**config.mk**
```make
export PLATFORM = sky130hd
export DESIGN_NAME = uart_rx
export DESIGN_NICKNAME = d
export VERILOG_FILES = /design/src/rtl/uart_pkg.sv /design/src/rtl/rx_sampler.sv /design/src/rtl/uart_rx.sv
export SDC_FILE = /design/constraint.sdc
export NUM_CORES = 1
export LEC_CHECK = 0
export ABC_CLOCK_PERIOD_IN_PS = 4700
export CELL_PAD_IN_SITES_DETAIL_PLACEMENT = 0
export CELL_PAD_IN_SITES_GLOBAL_PLACEMENT = 1
export CORE_AREA = 2 2 62 88
export CTS_BUF_LIST = sky130_fd_sc_hd__clkbuf_4
export DETAILED_ROUTE_END_ITERATION = 16
export DIE_AREA = 0 0 64 90
export PLACE_DENSITY = 0.95
export RECOVER_POWER = 50
export SETUP_SLACK_MARGIN = 0.3
export SLEW_MARGIN = 25
export SYNTH_ARGS = -nofsm -noshare
export SYNTH_HDL_FRONTEND = slang
export SYNTH_SLANG_ARGS = --single-unit
```
**constraint.sdc**
```tcl
create_clock -name CLK -period 4.7 [get_ports CLK]
set_input_delay 0.94 -clock CLK [delete_from_list [all_inputs] [get_ports CLK]]
set_output_delay 0.94 -clock CLK [all_outputs]
set_load 0.03 [all_outputs]
```
**src/rtl/uart_pkg.sv**
```systemverilog
// Shared UART definitions: receiver state encoding, legal oversampling
// ratios, default frame width and the 2-of-3 majority vote helper.
package uart_pkg;

  localparam int DATA_W_DEF = 8;

  // Oversampling ratios the receiver and transmitter are built for.
  localparam int PRESC_8  = 8;
  localparam int PRESC_16 = 16;
  localparam int PRESC_32 = 32;

  typedef enum logic [2:0] {
    RX_IDLE   = 3'd0,
    RX_START  = 3'd1,
    RX_DATA   = 3'd2,
    RX_PARITY = 3'd3,
    RX_STOP   = 3'd4
  } rx_state_e;

  // True when at least two of the three samples are high.
  function automatic logic maj3(input logic [2:0] s);
    return (s[0] & s[1]) | (s[0] & s[2]) | (s[1] & s[2]);
  endfunction

endpackage

```
**src/rtl/rx_sampler.sv**
```systemverilog
// Per-bit timing for the UART receiver: edge counter inside each bit and a
// three-sample majority vote around mid-bit.
module rx_sampler
  import uart_pkg::*;
#(
  parameter int PRESC_W = 6
) (
  input  logic               clk_i,
  input  logic               rst_ni,
  input  logic               rx_i,
  // Start of frame seen in IDLE; that cycle already counts as edge 0.
  input  logic               load_i,
  // Frame in progress; counter and sampling run only while high.
  input  logic               en_i,
  input  logic [PRESC_W-1:0] presc_i,
  output logic               bit_val_o,
  output logic               bit_end_o
);

  logic [PRESC_W-1:0] edge_q, edge_d;
  logic [2:0]         samp_q, samp_d;
  logic [PRESC_W-1:0] half;
  logic [PRESC_W-1:0] last;

  // An illegal ratio only changes where the samples land; the counter
  // always wraps, so bit_end keeps coming and the FSM cannot stall.
  assign half      = presc_i >> 1;
  assign last      = presc_i - PRESC_W'(1);
  assign bit_end_o = en_i && (edge_q == last);
  assign bit_val_o = maj3(samp_q);

  // Next edge count and sample capture points.
  always_comb begin
    edge_d = edge_q;
    samp_d = samp_q;
    if (load_i) begin
      edge_d = PRESC_W'(1);
    end else if (en_i) begin
      edge_d = bit_end_o ? '0 : edge_q + PRESC_W'(1);
    end else begin
      edge_d = '0;
    end
    if (en_i) begin
      if (edge_q == half - PRESC_W'(1)) samp_d[0] = rx_i;
      if (edge_q == half)               samp_d[1] = rx_i;
      if (edge_q == half + PRESC_W'(1)) samp_d[2] = rx_i;
    end
  end

  // Counter and sample registers.
  always_ff @(posedge clk_i or negedge rst_ni) begin
    if (!rst_ni) begin
      edge_q <= '0;
      samp_q <= '0;
    end else begin
      edge_q <= edge_d;
      samp_q <= samp_d;
    end
  end

endmodule

```
**src/rtl/uart_rx.sv**
```systemverilog
// Oversampling UART receiver: start detection, LSB-first deserialisation,
// optional parity check and stop check, with registered one-cycle pulses.
module uart_rx
  import uart_pkg::*;
#(
  parameter int DATA_W  = DATA_W_DEF,
  parameter int PRESC_W = 6
) (
  input  logic               CLK,
  input  logic               RST,
  input  logic               RX_IN,
  input  logic [PRESC_W-1:0] Prescale,
  input  logic               PAR_EN,
  input  logic               PAR_TYP,
  output logic [DATA_W-1:0]  P_DATA,
  output logic               data_valid,
  output logic               par_err,
  output logic               stp_err,
  output rx_state_e          dbg_state_o
);

  localparam int BCW = (DATA_W > 1) ? $clog2(DATA_W) : 1;
  localparam logic [BCW-1:0] LAST_BIT = BCW'(DATA_W - 1);

  rx_state_e          state_q;
  logic [BCW-1:0]     bit_cnt_q;
  logic [DATA_W-1:0]  shift_q;
  logic [DATA_W-1:0]  pdata_q;
  logic               perr_q;
  logic               dv_q, pe_q, se_q;
  logic [PRESC_W-1:0] presc_q;
  logic               par_en_q, par_typ_q;

  logic bit_val, bit_end;
  logic start_det;

  assign start_det = (state_q == RX_IDLE) && !RX_IN;

  rx_sampler #(.PRESC_W(PRESC_W)) u_sampler (
    .clk_i     (CLK),
    .rst_ni    (RST),
    .rx_i      (RX_IN),
    .load_i    (start_det),
    .en_i      (state_q != RX_IDLE),
    .presc_i   (presc_q),
    .bit_val_o (bit_val),
    .bit_end_o (bit_end)
  );

  // Frame state machine, deserializer, parity/stop checks and output pulses.
  // Frame settings are captured when a frame starts so later input changes
  // cannot disturb it.
  always_ff @(posedge CLK or negedge RST) begin
    if (!RST) begin
      state_q   <= RX_IDLE;
      bit_cnt_q <= '0;
      shift_q   <= '0;
      pdata_q   <= '0;
      perr_q    <= 1'b0;
      dv_q      <= 1'b0;
      pe_q      <= 1'b0;
      se_q      <= 1'b0;
      presc_q   <= PRESC_W'(PRESC_8);
      par_en_q  <= 1'b0;
      par_typ_q <= 1'b0;
    end else begin
      dv_q <= 1'b0;
      pe_q <= 1'b0;
      se_q <= 1'b0;
      case (state_q)
        RX_IDLE: begin
          if (!RX_IN) begin
            state_q   <= RX_START;
            presc_q   <= Prescale;
            par_en_q  <= PAR_EN;
            par_typ_q <= PAR_TYP;
            perr_q    <= 1'b0;
          end
        end
        RX_START: begin
          if (bit_end) begin
            if (!bit_val) begin
              state_q   <= RX_DATA;
              bit_cnt_q <= '0;
            end else begin
              state_q <= RX_IDLE;
            end
          end
        end
        RX_DATA: begin
          if (bit_end) begin
            shift_q[bit_cnt_q] <= bit_val;
            if (bit_cnt_q == LAST_BIT) begin
              state_q <= par_en_q ? RX_PARITY : RX_STOP;
            end else begin
              bit_cnt_q <= bit_cnt_q + BCW'(1);
            end
          end
        end
        RX_PARITY: begin
          if (bit_end) begin
            perr_q  <= (bit_val != ((^shift_q) ^ par_typ_q));
            state_q <= RX_STOP;
          end
        end
        RX_STOP: begin
          if (bit_end) begin
            if (bit_val && !perr_q) begin
              pdata_q <= shift_q;
              dv_q    <= 1'b1;
            end
            se_q   <= !bit_val;
            pe_q   <= perr_q;
            perr_q <= 1'b0;
            // A low line here is taken as the next start bit.
            if (!RX_IN) begin
              state_q   <= RX_START;
              presc_q   <= Prescale;
              par_en_q  <= PAR_EN;
              par_typ_q <= PAR_TYP;
            end else begin
              state_q <= RX_IDLE;
            end
          end
        end
        default: state_q <= RX_IDLE;
      endcase
    end
  end

  assign P_DATA      = pdata_q;
  assign data_valid  = dv_q;
  assign par_err     = pe_q;
  assign stp_err     = se_q;
  assign dbg_state_o = state_q;

endmodule

```
==> metrics.txt, run 1 <==
most common cell after layout, fill and taps aside dfrtp_1; Worst-path clk slew between 0.1 and 0.15 ns; Total Negative Setup Slacks 0 ns; Post-DRT Antenna Nets 0; core footprint 5000 µm²; Highest Clock Rate 347 MHz; critical path capture point type register; Layout fillers 429; width of the die 64 µm; #FFs+latches synth 43; post-synth top area share 0.435; Area Growth Syn to Fin 13.4%; Yosys top cell by area dfrtp_1; first-pass GRT wire length between 8 and 9 mm; CTS Hold Buffers Added 0; ANT cells 0; synth unique cells 40; initial antenna violation count 0; H-tree Lvls 2; Peak supply drop roughly 0.23 mV; EDFF count, synth 0; Min-Delay Path Class register to register; Row Count 31; Layout Skew 0.0130 ns; DR WL met3 147 µm; Metal-1 WL 1.91 mm; setup bufs post-CTS 0; top_reg_cell synth dfrtp_1; pwr/cell area 531 nW/µm²; Worst EP arrival 3.14 ns; grt total ovfl 0; largest net degree at the start of global routing 44; Max Cap Viol 1; Seq/Total Area, Yosys 0.445; Detailed Routing Iterations Pass 1 6; final setup fails 0; syn nets 247; Post-Syn Area 2420 µm²; vias per std cell about 5.6; Leak 1.20 nW; nets roughly 270; synthesized instance count 229; Worst EP required 4.96 ns; gr usage total 0.183; commonest non-fill, non-tap cells in the layout dfrtp_1 (42), mux2_2 (28), xnor2_1 (22); full die area between 5000 and 6000 µm²; GPL Wtd Cong 0.849; Syn. warnings 0; Final Hold Viols 0; met2 WL about 2.7 mm; Area contributors post-synth dfrtp_1 (43%), mux2_2 (13%), xnor2_1 (8.0%); Resized cells post-CTS 0; time the worst path needs with I/O delays and setup ~2.9 ns; TritonCTS Buffers 5; violated checks capacitance limit, slew limit; TritonCTS clock tree built; FFs w/ async S/R, synth 1.00; CP Launch Type register; CTS sink cnt 43; worst-margin pin slew roughly 2.2 ns; share of layout cells above drive strength 1 0.151; fin. max-slew vios 44; status finished with violations; vias in the first global route 1842; Max FO, Critical Path 10; max layer used met4; post-route total power 1.46 mW; fin crit share 0.613; root buffer cell clkbuf_4; clk_lat worst skew between 0.3 and 0.4 ns; initial core utilization 0.483; via count 1761; clk buf depth 2; number of remaining DRC errors 0; hpwl dp 3.57 mm; wire per inst 15.4 µm; Avg Cell Area, Syn approximately 11 µm²; unrepaired setup endpoints after global routing false; DRT Wirelength 4.87 mm; First DRT Iteration DRCs 86; # port buffers 24; die span in y 90 µm; io pins 25; Critical Setup Path Class register to register; Slew HR -0.495
==> layout make-up <==
cell class              instances  area (µm²)  share of cell area
clock buffers                   5        37.5              0.0137
clock inverters                 3        15.0             0.00547
flip-flops and latches         43        1080               0.393
well taps                      66        82.6              0.0301
inverters                       9        33.8              0.0123
repair buffers                 25         241              0.0880
multi-input cells             166        1250               0.458
==> registers in the layout, indices dropped and copies added (netlist names) <==
| register | flops |
|---|---|
| P_DATA | 8 |
| bit_cnt_q | 3 |
| data_valid | 1 |
| dbg_state_o | 3 |
| par_en_q | 1 |
| par_err | 1 |
| par_typ_q | 1 |
| perr_q | 1 |
| presc_q | 6 |
| shift_q | 8 |
| stp_err | 1 |
| u_sampler.edge_q | 6 |
| u_sampler.samp_q | 3 |
==> Yosys cell counts, drive strengths merged (3+ instances only) <==
cell type  count
a21oi          6
and3           3
buf            7
clkbuf         4
dfrtp         42
ha             7
inv            9
mux2          28
nand2         15
nand3          5
nand4          8
nor2          15
nor2b          4
nor3          10
nor4           4
o21ai          5
or3            4
xnor2         22
xor2          12
==> final timing paths <==
kind	startpoint	to	slack [ns]	depth (start not counted)
min in group asynchronous	RST	u_sampler.samp_q[1]$_DFFE_PN0P_	1.23	1
max in group asynchronous	RST	dbg_state_o[2]$_DFFE_PN0P_	2.19	1
setup reg to reg	presc_q[1]$_DFFE_PN0P_	P_DATA[1]$_DFFE_PN0P_	1.82	8
hold reg to reg	P_DATA[4]$_DFFE_PN0P_	P_DATA[4]$_DFFE_PN0P_	0.52	1
hold / removal	P_DATA[4]$_DFFE_PN0P_	P_DATA[4]$_DFFE_PN0P_	0.52	1
setup / recovery	presc_q[1]$_DFFE_PN0P_	P_DATA[1]$_DFFE_PN0P_	1.82	8
==> kinds of logic after synthesis <==
| kind of cell | share of synthesized area |
|---|---|
| buffers and inverters | 0.0357 |
| xor gates and xnor gates | 0.123 |
| AOI/OAI and AO/OA | 0.0704 |
| adders and majority gates | 0.0404 |
| DFF | 0.445 |
| and+or+nand+nor | 0.151 |
| muxes | 0.135 |
==> per-stage QoR <==
stage	hold slack, ns	setup slack (ns)	instance area, µm²	instances	utilization
floorplan	0.483	2.14	2420	229	-
global placement	0.490	1.89	2690	309	0.538
detailed placement	0.495	1.84	2690	309	0.538
CTS	0.525	1.82	2740	317	0.548
global route	0.544	1.57	2740	317	0.548
finish	0.520	1.82	2740	317	0.548
==> worst max-delay path: stages, from the launching register on <==
cell and delay (ns):
dfrtp_1 0.47, inv_1 0.14, ha_1 0.21, a21boi_0 0.33
nand2_1 0.12, xnor2_1 0.15, or3_1 0.50, nor3_4 0.47
mux2_2 0.38
==> layer usage <==
metal	track usage	up-vias
li1	-	844
met1	0.202	875
met2	0.336	32
met3	0.0350	10
met4	0.0707	0
met5	0	-
==> where the power goes <==
group | switching, mW | internal, mW | leakage, nW | total (mW)
registers | 0.148 | 0.453 | 0.568 | 0.600
clock network | 0.117 | 0.0549 | 0.0263 | 0.172
logic | 0.370 | 0.314 | 0.611 | 0.684
total | 0.636 | 0.821 | 1.20 | 1.46
Note: power is estimated with default switching activity, not from simulation.
==> run 2: changes to the inputs <==
--- a/config.mk
+++ b/config.mk
@@ -5,14 +5,14 @@
 export SDC_FILE = /design/constraint.sdc
 export NUM_CORES = 1
 export LEC_CHECK = 0
-export ABC_CLOCK_PERIOD_IN_PS = 4700
+export ABC_CLOCK_PERIOD_IN_PS = 2700
 export CELL_PAD_IN_SITES_DETAIL_PLACEMENT = 0
 export CELL_PAD_IN_SITES_GLOBAL_PLACEMENT = 1
-export CORE_AREA = 2 2 62 88
+export CORE_AREA = 2 2 65 91
 export CTS_BUF_LIST = sky130_fd_sc_hd__clkbuf_4
 export DETAILED_ROUTE_END_ITERATION = 16
-export DIE_AREA = 0 0 64 90
-export PLACE_DENSITY = 0.95
+export DIE_AREA = 0 0 67 93
+export PLACE_DENSITY = 0.91
 export RECOVER_POWER = 50
 export SETUP_SLACK_MARGIN = 0.3
 export SLEW_MARGIN = 25
==> constraint.sdc (replaced) <==
create_clock -name CLK -period 2.7 [get_ports CLK]
set_input_delay 0.54 -clock CLK [delete_from_list [all_inputs] [get_ports CLK]]
set_output_delay 0.54 -clock CLK [all_outputs]
set_load 0.03 [all_outputs]
==> metrics.txt, run 2 (synthesized netlist as in run 1, its figures left out) <==
commonest non-fill, non-tap cells in the layout dfrtp_1 (40), mux2_2 (28), xnor2_1 (22); Min-Delay Path Class input port to asynchronous set/reset pin; Row Count 32; M1 GR Usage 0.204; multi-input logic area 1300 µm²; io pins 25; Final Hold Viols 0; gr usage total 0.176; Total Negative Setup Slacks 0 ns; Max Cap Viol 0; core footprint approximately 5400 µm²; Critical Setup Path Class register to register; nets 279; Worst-path clk slew 0.13 ns; Finished Cell Area 2890 µm²; Area Growth Syn to Fin 19.3%; die span in y around 93 µm; pwr/cell area 935 nW/µm²; initial antenna violation count 0; final setup fails 0; most common cell after layout, fill and taps aside dfrtp_1; critical path capture point type register; grt total ovfl 0; Highest Clock Rate 426 MHz; clk_lat worst skew approximately 0.36 ns; ANT cells 0; status complete, no violations; Layout fillers slightly above 500; fin crit share 0.869; TritonCTS clock tree built; Layout Skew around 0.018 ns; root buffer cell clkbuf_4; GPL Wtd Cong approximately 0.9; wire per inst 15.2 µm; time the worst path needs with I/O delays and setup 2.35 ns; Leak approximately 1.3 nW; first-pass GRT wire length approximately 8.4 mm; met2 Use GR 0.324; Max FO, Critical Path 5; Peak supply drop 0.547 mV; Post-DRT Antenna Nets 0; Worst EP required 2.95 ns; # port buffers 24; width of the die 67 µm; DRT Wirelength 5.00 mm; met3 Use GR 0.0361; GRT Max-Usage Layer met2; initial core utilization 0.444; Post-DP Area 2760 µm²; unrepaired setup endpoints after global routing true; First DRT Iteration DRCs 68; vias in the first global route 1851; via count 1763; CP Launch Type register; vias per std cell 5.34; largest net degree at the start of global routing 24; worst-margin pin slew 1.25 ns; Slew HR 0.164; Detailed Routing Iterations Pass 1 4; share of layout cells above drive strength 1 0.225; area taken by flip-flops and latches about 1100 µm²; CTS sink cnt 43; TritonCTS Buffers 5; Worst EP arrival 2.59 ns; hpwl dp 3.73 mm; fin. max-slew vios 0; clk buf depth 2; full die area around 6200 µm²; H-tree Lvls 2; number of remaining DRC errors 0
run 2: cell types whose count changed in the layout (fill, tap and decap cells not counted), moves of 2 or more:
cell / previous run / this run
dfrtp_1: 42 / 40
clkinv_1: 2 / 0
clkbuf_1: 1 / 4
buf_4: 1 / 8
nor4_2: 0 / 2
dfrtp_2: 0 / 2
nor4_1: 4 / 2
ha_1: 7 / 5
inv_1: 9 / 7
run 2: cell type report:
class	instances	share of cell area
Multi-Input combinational cell	166	0.451
Sequential cell	43	0.374
Timing Repair Buffer	36	0.113
Tap cell	68	0.0295
Clock buffer	6	0.0156
Inverter	9	0.0126
Clock inverter	2	0.00433
run 2: final timing paths:
path                                           to  cells past startpoint                    from  slack, ns
max reg2reg                shift_q[6]$_DFFE_PN0P_                      8  presc_q[1]$_DFFE_PN0P_       0.35
max                        shift_q[6]$_DFFE_PN0P_                      8  presc_q[1]$_DFFE_PN0P_       0.35
max in group asynchronous  presc_q[1]$_DFFE_PN0P_                      2                     RST       1.00
min                        presc_q[4]$_DFFE_PN0P_                      1                     RST       0.41
min reg2reg                 P_DATA[0]$_DFFE_PN0P_                      1   P_DATA[0]$_DFFE_PN0P_       0.52
min in group CLK            P_DATA[0]$_DFFE_PN0P_                      1   P_DATA[0]$_DFFE_PN0P_       0.52
run 2: repair_timing:
| item | in CTS | in global routing |
|---|---|---|
| hold buffers | 0 | 0 |
| setup buffers | 3 | 0 |
| endpoints found under the setup margin | 20 | 15 |
| resized for setup | 4 | 6 |
| pin swaps | 1 | 4 |
run 2: critical path, stage by stage, from the launching register on:
cell and delay (ns):
dfrtp_2 0.45, inv_4 0.08, ha_2 0.27, xnor2_1 0.12, nor2_1 0.10, o211ai_1 0.11
or3_4 0.44, nor4_2 0.32, mux2_2 0.37
run 2: report_power, final:
| part | switching [mW] | internal, mW |
|---|---|---|
| combinational | 0.732 | 0.640 |
| clock | 0.203 | 0.111 |
| sequential | 0.221 | 0.792 |
| total | 1.16 | 1.54 |
run 2: per-layer routing:
layer  vias to the layer above  wire, µm
li1                        877         -
met5                         -         0
met3                         0       128
met1                       862      2120
met4                         0         0
met2                        24      2760
run 2: through the flow:
stage               cells  worst slack, ns  utilization  total power, mW  hold WS, ns
floorplan             229            0.313            -             2.00        0.244
global placement      319            0.118        0.507             2.30        0.492
detailed placement    319            0.103        0.507             2.32        0.496
CTS                   330            0.303        0.527             2.68        0.145
global route          330            0.287        0.530             2.91        0.504
finish                330            0.354        0.530             2.70        0.414
